`src/rtl/cic_comp_fir.sv`:
```
// Sixteen-tap symmetric compensation FIR behind the R=64 CIC, one shared MAC.
// Optional decimate-by-2 output selected by `define CIC_COMP_DEC2_EN.
module cic_comp_fir #(
    parameter int IN_W      = 35,
    parameter int DAT_W     = 24,
    parameter int IN_SHIFT  = 11,
    parameter int OUT_SHIFT = 11
) (
    input  logic                    clk,
    input  logic                    rstn,
    input  logic signed [IN_W-1:0]  din,
    input  logic                    din_vld,
    output logic signed [DAT_W-1:0] dout,
    output logic                    dout_vld,
    output logic                    busy,
    output logic                    ovr_err,
    output logic                    sat_err
);

    localparam int NTAP   = 16;
    localparam int COEF_W = 16;
    localparam int PROD_W = DAT_W + COEF_W;
    localparam int ACC_W  = DAT_W + COEF_W + 4;

    localparam logic [1:0] ST_IDLE = 2'd0;
    localparam logic [1:0] ST_MAC  = 2'd1;
    localparam logic [1:0] ST_RND  = 2'd2;

    localparam logic signed [COEF_W-1:0] COEF [NTAP] = '{
        -16'sd3,    16'sd6,   -16'sd14,   16'sd28,
        -16'sd55,   16'sd104, -16'sd210,  16'sd1168,
         16'sd1168, -16'sd210, 16'sd104, -16'sd55,
         16'sd28,  -16'sd14,   16'sd6,   -16'sd3
    };

    localparam logic signed [ACC_W-1:0] RND_HALF = ACC_W'(1 <<< (OUT_SHIFT - 1));
    localparam logic signed [ACC_W-1:0] Y_MAX    = ACC_W'((1 <<< (DAT_W - 1)) - 1);
    localparam logic signed [ACC_W-1:0] Y_MIN    = ACC_W'(-(1 <<< (DAT_W - 1)));

    logic [1:0]               state_reg;
    logic [3:0]               wr_ptr_reg;
    logic [3:0]               k_reg;
    logic signed [ACC_W-1:0]  acc_reg;
    logic signed [DAT_W-1:0]  rd_data_reg;
    logic signed [COEF_W-1:0] coef_reg;
    logic                     prod_vld_reg;
    logic signed [DAT_W-1:0]  dout_reg;
    logic                     dout_vld_reg;
    logic                     ovr_err_reg;
    logic                     sat_err_reg;
    logic signed [DAT_W-1:0]  buf_mem [NTAP];

    logic signed [DAT_W-1:0]  x_in;
    logic                     accept;
    logic                     start_run;
    logic [NTAP-1:0]          wr_sel;
    logic [3:0]               rd_addr;
    logic signed [PROD_W-1:0] prod;
    logic signed [ACC_W-1:0]  rnd_sum;
    logic signed [ACC_W-1:0]  y_full;
    logic signed [DAT_W-1:0]  y_sat;
    logic                     sat_hit;
    logic                     unused_din_lsbs;

    assign x_in            = din[IN_W-1:IN_SHIFT];
    assign unused_din_lsbs = ^din[IN_SHIFT-1:0];
    assign accept          = din_vld && (state_reg == ST_IDLE);

`ifdef CIC_COMP_DEC2_EN
    logic phase_reg;

    // Only the even-phase sample kicks off a MAC run; odd samples just fill history.
    assign start_run = accept && !phase_reg;

    always_ff @(posedge clk or negedge rstn) begin
        if (!rstn) begin
            phase_reg <= 1'b0;
        end else if (accept) begin
            phase_reg <= ~phase_reg;
        end
    end
`else
    assign start_run = accept;
`endif

    genvar gi;
    generate
        for (gi = 0; gi < NTAP; gi++) begin : g_wr_sel
            assign wr_sel[gi] = accept && (wr_ptr_reg == 4'(gi));
        end
    endgenerate

    always_ff @(posedge clk or negedge rstn) begin
        if (!rstn) begin
            for (int i = 0; i < NTAP; i++) begin
                buf_mem[i] <= '0;
            end
        end else begin
            for (int i = 0; i < NTAP; i++) begin
                if (wr_sel[i]) begin
                    buf_mem[i] <= x_in;
                end
            end
        end
    end

    // wr_ptr already points past the newest sample, so x[n-k] sits at wr_ptr-1-k.
    assign rd_addr = wr_ptr_reg - 4'd1 - k_reg;
    assign prod    = rd_data_reg * coef_reg;

    always_comb begin
        rnd_sum = acc_reg + RND_HALF;
        y_full  = rnd_sum >>> OUT_SHIFT;
        y_sat   = y_full[DAT_W-1:0];
        sat_hit = 1'b0;
        if (y_full > Y_MAX) begin
            y_sat   = Y_MAX[DAT_W-1:0];
            sat_hit = 1'b1;
        end else if (y_full < Y_MIN) begin
            y_sat   = Y_MIN[DAT_W-1:0];
            sat_hit = 1'b1;
        end
    end

    // Buffer read and multiply are pipelined one cycle; RND drains the last product
    // before rounding, which yields the 18-cycle input-to-output latency.
    always_ff @(posedge clk or negedge rstn) begin
        if (!rstn) begin
            state_reg    <= ST_IDLE;
            wr_ptr_reg   <= '0;
            k_reg        <= '0;
            acc_reg      <= '0;
            rd_data_reg  <= '0;
            coef_reg     <= '0;
            prod_vld_reg <= 1'b0;
            dout_reg     <= '0;
            dout_vld_reg <= 1'b0;
            ovr_err_reg  <= 1'b0;
            sat_err_reg  <= 1'b0;
        end else begin
            dout_vld_reg <= 1'b0;
            if (din_vld && (state_reg != ST_IDLE)) begin
                ovr_err_reg <= 1'b1;
            end
            if (accept) begin
                wr_ptr_reg <= wr_ptr_reg + 4'd1;
            end
            case (state_reg)
                ST_IDLE: begin
                    if (start_run) begin
                        acc_reg      <= '0;
                        k_reg        <= '0;
                        prod_vld_reg <= 1'b0;
                        state_reg    <= ST_MAC;
                    end
                end
                ST_MAC: begin
                    rd_data_reg  <= buf_mem[rd_addr];
                    coef_reg     <= COEF[k_reg];
                    prod_vld_reg <= 1'b1;
                    k_reg        <= k_reg + 4'd1;
                    if (prod_vld_reg) begin
                        acc_reg <= acc_reg + ACC_W'(prod);
                    end
                    if (k_reg == 4'd15) begin
                        state_reg <= ST_RND;
                    end
                end
                ST_RND: begin
                    if (prod_vld_reg) begin
                        acc_reg      <= acc_reg + ACC_W'(prod);
                        prod_vld_reg <= 1'b0;
                    end else begin
                        dout_reg     <= y_sat;
                        dout_vld_reg <= 1'b1;
                        if (sat_hit) begin
                            sat_err_reg <= 1'b1;
                        end
                        state_reg <= ST_IDLE;
                    end
                end
                default: begin
                    state_reg <= ST_IDLE;
                end
            endcase
        end
    end

    assign dout     = dout_reg;
    assign dout_vld = dout_vld_reg;
    assign busy     = (state_reg != ST_IDLE);
    assign ovr_err  = ovr_err_reg;
    assign sat_err  = sat_err_reg;

endmodule

```
`config.mk`:
```
export PLATFORM = sky130hd
export DESIGN_NAME = cic_comp_fir
export DESIGN_NICKNAME = d
export VERILOG_FILES = /design/src/rtl/cic_comp_fir.sv
export SDC_FILE = /design/constraint.sdc
export NUM_CORES = 2
export LEC_CHECK = 0
export ABC_AREA = 1
export BUFFER_PORTS_ARGS = -buffer_cell sky130_fd_sc_hd__buf_2
export CAP_MARGIN = 20
export CORE_ASPECT_RATIO = 1.1
export CORE_UTILIZATION = 60
export DETAILED_ROUTE_END_ITERATION = 10
export GPL_TIMING_DRIVEN = 0
export PLACE_DENSITY = 0.77
export REMOVE_ABC_BUFFERS = 1
export SLEW_MARGIN = 30
export SYNTH_ARGS = -nofsm -noshare
export SYNTH_HDL_FRONTEND = slang
export SYNTH_SLANG_ARGS = --single-unit
```
`constraint.sdc`:
```
create_clock -name clk -period 7.6 [get_ports clk]
set_input_delay 1.52 -clock clk [delete_from_list [all_inputs] [get_ports clk]]
set_output_delay 1.52 -clock clk [all_outputs]
set_load 0.05 [all_outputs]
```
==> impl_metrics.py <==
metrics = {
    "run_status": {
        "status": "finished, final reports clean",
    },
    "clock_network": {
        "holdBufCountCts": 0,
        "cts_tree": "built",
        "cts_setup_buffers": 0,
        "post_cts_resized": 0,
        "clkSinkCount": 500,
        "cts_max_level": 2,
        "clk_pin_slew_worst_paths_ns": 0.06,
        "cts_made_buffers": 52,
        "clockBufferDepth": 3,
        "clk_latency_ns": 0.63,
        "clockRootBuffer": "clkbuf_16",
    },
    "place": {
        "gp_routability_congestion": 0.9946,
        "io_buffers": 54,
        "dp_hpwl_um": 70020,
        "dpl_cell_area_sq_um": 40050,
    },
    "global_routing": {
        "grt_pass1_vias": 31540,
        "gr-total-overflow": 0,
        "grt_pass1_wl_um": 163800,
        "grt_max_degree": 83,
        "antenna_found_initial": 1,
        "track_usage_pct": 31.04,
    },
    "layout": {
        "n_antenna_cell": 0,
        "syn_to_final_growth_pct": 7.122,
        "mostFrequentLayoutCell": "nand2_1",
        "drive_gt1_share_pct": 5.870,
        "largest_reg_flops": 384,
        "fin_area_sq_um": 41850,
        "fin_nets": 5265,
        "most-common-layout-cells": "nand2_1 (1042), inv_1 (805), o21ai_0 (596)",
    },
    "worst_setup_path": {
        "critPathMaxFanout": 25,
        "worstReg2RegStart": "coef_reg[4]",
        "crit_path_frequent_cell": "fa_1",
        "r2r_cells": 20,
        "crit_path_end_kind": "flop",
        "arrival_ns": 7.42,
        "reg2reg_to": "acc_reg[43]",
        "slowest_delay_ns": 1.00,
        "startpoint_type": "flop",
        "crit_start": "coef_reg[4]",
        "setup.worst_path.end": "acc_reg[43]",
        "worst-setup-path-type": "reg -> reg",
        "crit_chain": "nand2_1 > fa_1 > inv_1 > fa_1 > fa_1 > inv_1 > fa_1 > fa_1 > inv_1 > fa_1 > ha_1 > inv_1 > nor3_1 > nand2_1 > nor3_1 > nand4_1 > nand3_1 > nand2_1 > nand2_1 > o21ai_0",
        "reg2reg_slack_ns": 0.66,
        "slowest_stage": "dfrtp_1",
        "required_ns": 8.09,
    },
    "timing": {
        "hold_viol": 0,
        "period_needed_ns": 6.936,
        "relSlewSlack_pct": 33.25,
        "setup_violations": 0,
        "period_share_pct": 91.26,
        "clock-skew-final_ns": 0.03190,
        "worstMarginPinSlew_ns": 1.001,
        "drv_slew": 0,
        "rsz0062_at_grt": "false",
        "fmax_ghz": 0.1442,
    },
    "yosys": {
        "yosys.area.top_type": "dfrtp_1",
        "muxShareOfSynthArea_pct": 0,
        "ys_async_sr_fraction_pct": 100.0,
        "yosys-top-cells-area": "dfrtp_1 (32%), fa_1 (21%), nand2_1 (10%)",
        "syn_inst": 4785,
        "synth-compound-area-share_pct": 13.31,
        "syn_area_sq_um": 39070,
        "synth-xor-area-share_pct": 0.9864,
        "synth_cell_type_count": 43,
        "synth.top_cell.area_share_pct": 32.02,
        "synth-simple-area-share_pct": 17.25,
        "synth-main-ff-cell": "dfrtp_1",
        "synth_warnings": 0,
        "synth_top_family_by_area": "adder cells",
        "ys_seq_area_share_pct": 32.02,
        "synth_edf_count": 0,
        "avgSynthCellArea_sq_um": 8.165,
        "ys_ff_latch": 500,
        "synth_fa_ha_area_share_pct": 25.92,
    },
    "floorplanning": {
        "dieArea_sq_um": 66140,
        "core_area_sq_um": 64080,
        "rows": 97,
        "initial_utilization_pct": 60.97,
        "die_h_um": 269.6,
        "io_pins": 66,
        "fp.dieW_um": 245.3,
    },
    "detailed_routing": {
        "viasPerCell": 5.592,
        "wl_per_cell_um": 17.82,
        "drtIter0Drc": 2356,
        "routed_wl_um": 98800,
        "ant_nets": 0,
        "drcViolationCount": 0,
        "vias": 31000,
        "dr.pass1.iters": 7,
    },
    "flow_run": {
        "cap_violations": 0,
    },
    "hold_path": {
        "min_from": "sat_err",
        "worstHoldPathType": "reg -> reg",
    },
}
==> Yosys cell counts, types with 5 or more instances <==
library cell and count:
a21oi_2 20, nand3_1 80, nand4_1 7, nor2_1 485
dfrtp_1 500, a21oi_1 78, o21ai_0 596, buf_1 15
o221ai_1 5, nand2_2 26, ha_1 163, nand2_1 1058
o32ai_1 96, a22o_1 5, inv_1 807, a31oi_1 7
buf_2 6, a21o_1 10, xnor2_1 12, xor2_1 32
nor2_4 8, o21bai_1 8, o22ai_1 12, nor3_1 17
fa_1 404, o211ai_1 49, clkbuf_1 236, nor2_2 8
==> cells by family (layout without fill, tap and decap cells) <==
logic type / Yosys count / count (layout)
and+or+nand+nor: 1703 / 1703
buffers and inverters: 1074 / 991
AOI/OAI and AO/OA: 897 / 897
adders and majority gates: 567 / 567
DFF: 500 / 500
xor gates and xnor gates: 44 / 44
==> worst min-delay path by stage <==
stage	slack, ns	to	cells after the start
finish	0.46	sat_err	2
global route	0.48	ovr_err	1
CTS	0.47	sat_err	2
detailed placement	0.45	sat_err	2
global placement	0.43	ovr_err	1
floorplan	0.45	buf_mem[120]	2
==> metrics by stage <==
| stage | cells | setup WS, ns | TNS [ns] | hold WS, ns | utilization, % |
|---|---|---|---|---|---|
| floorplan | 4524 | -0.5114 | -11.27 | 0.4478 | - |
| global placement | 5419 | -7.781 | -2813.51 | 0.4317 | 61.39 |
| detailed placement | 5447 | 0.3522 | 0 | 0.4516 | 62.49 |
| CTS | 5543 | 0.3405 | 0 | 0.4683 | 65.30 |
| global route | 5543 | 0.2193 | 0 | 0.4806 | 65.31 |
| finish | 5543 | 0.6642 | 0 | 0.4611 | 65.31 |
==> critical path, delay by kind of cell, from the launching register on <==
family	cells	cell delay, ns
DFF	1	1.00
buffers and inverters	4	0.40
AOI/OAI and AO/OA	1	0.08
adders and majority gates	7	3.82
and+or+nand+nor	8	1.50
==> routing by layer <==
metal,up-vias,GRT usage [%],share of wire (%)
met3,266,3.723,5.1
li1,14630,-,-
met5,-,0,0.016
met4,2,13.19,4.4
met1,15150,39.88,41
met2,956,52.94,50
==> cell type report <==
class,instances,area [sq um]
multi-input cells,3211,22640
fillers,5409,22230
flip-flops and latches,500,12520
inverters,813,3059
clock buffers,74,1504
well taps,841,1052
repair buffers,82,783.3
clock inverters,22,295.3
Power is not shown: default switching activity piles up to over one toggle a cycle in this logic, so the estimate is an artifact.
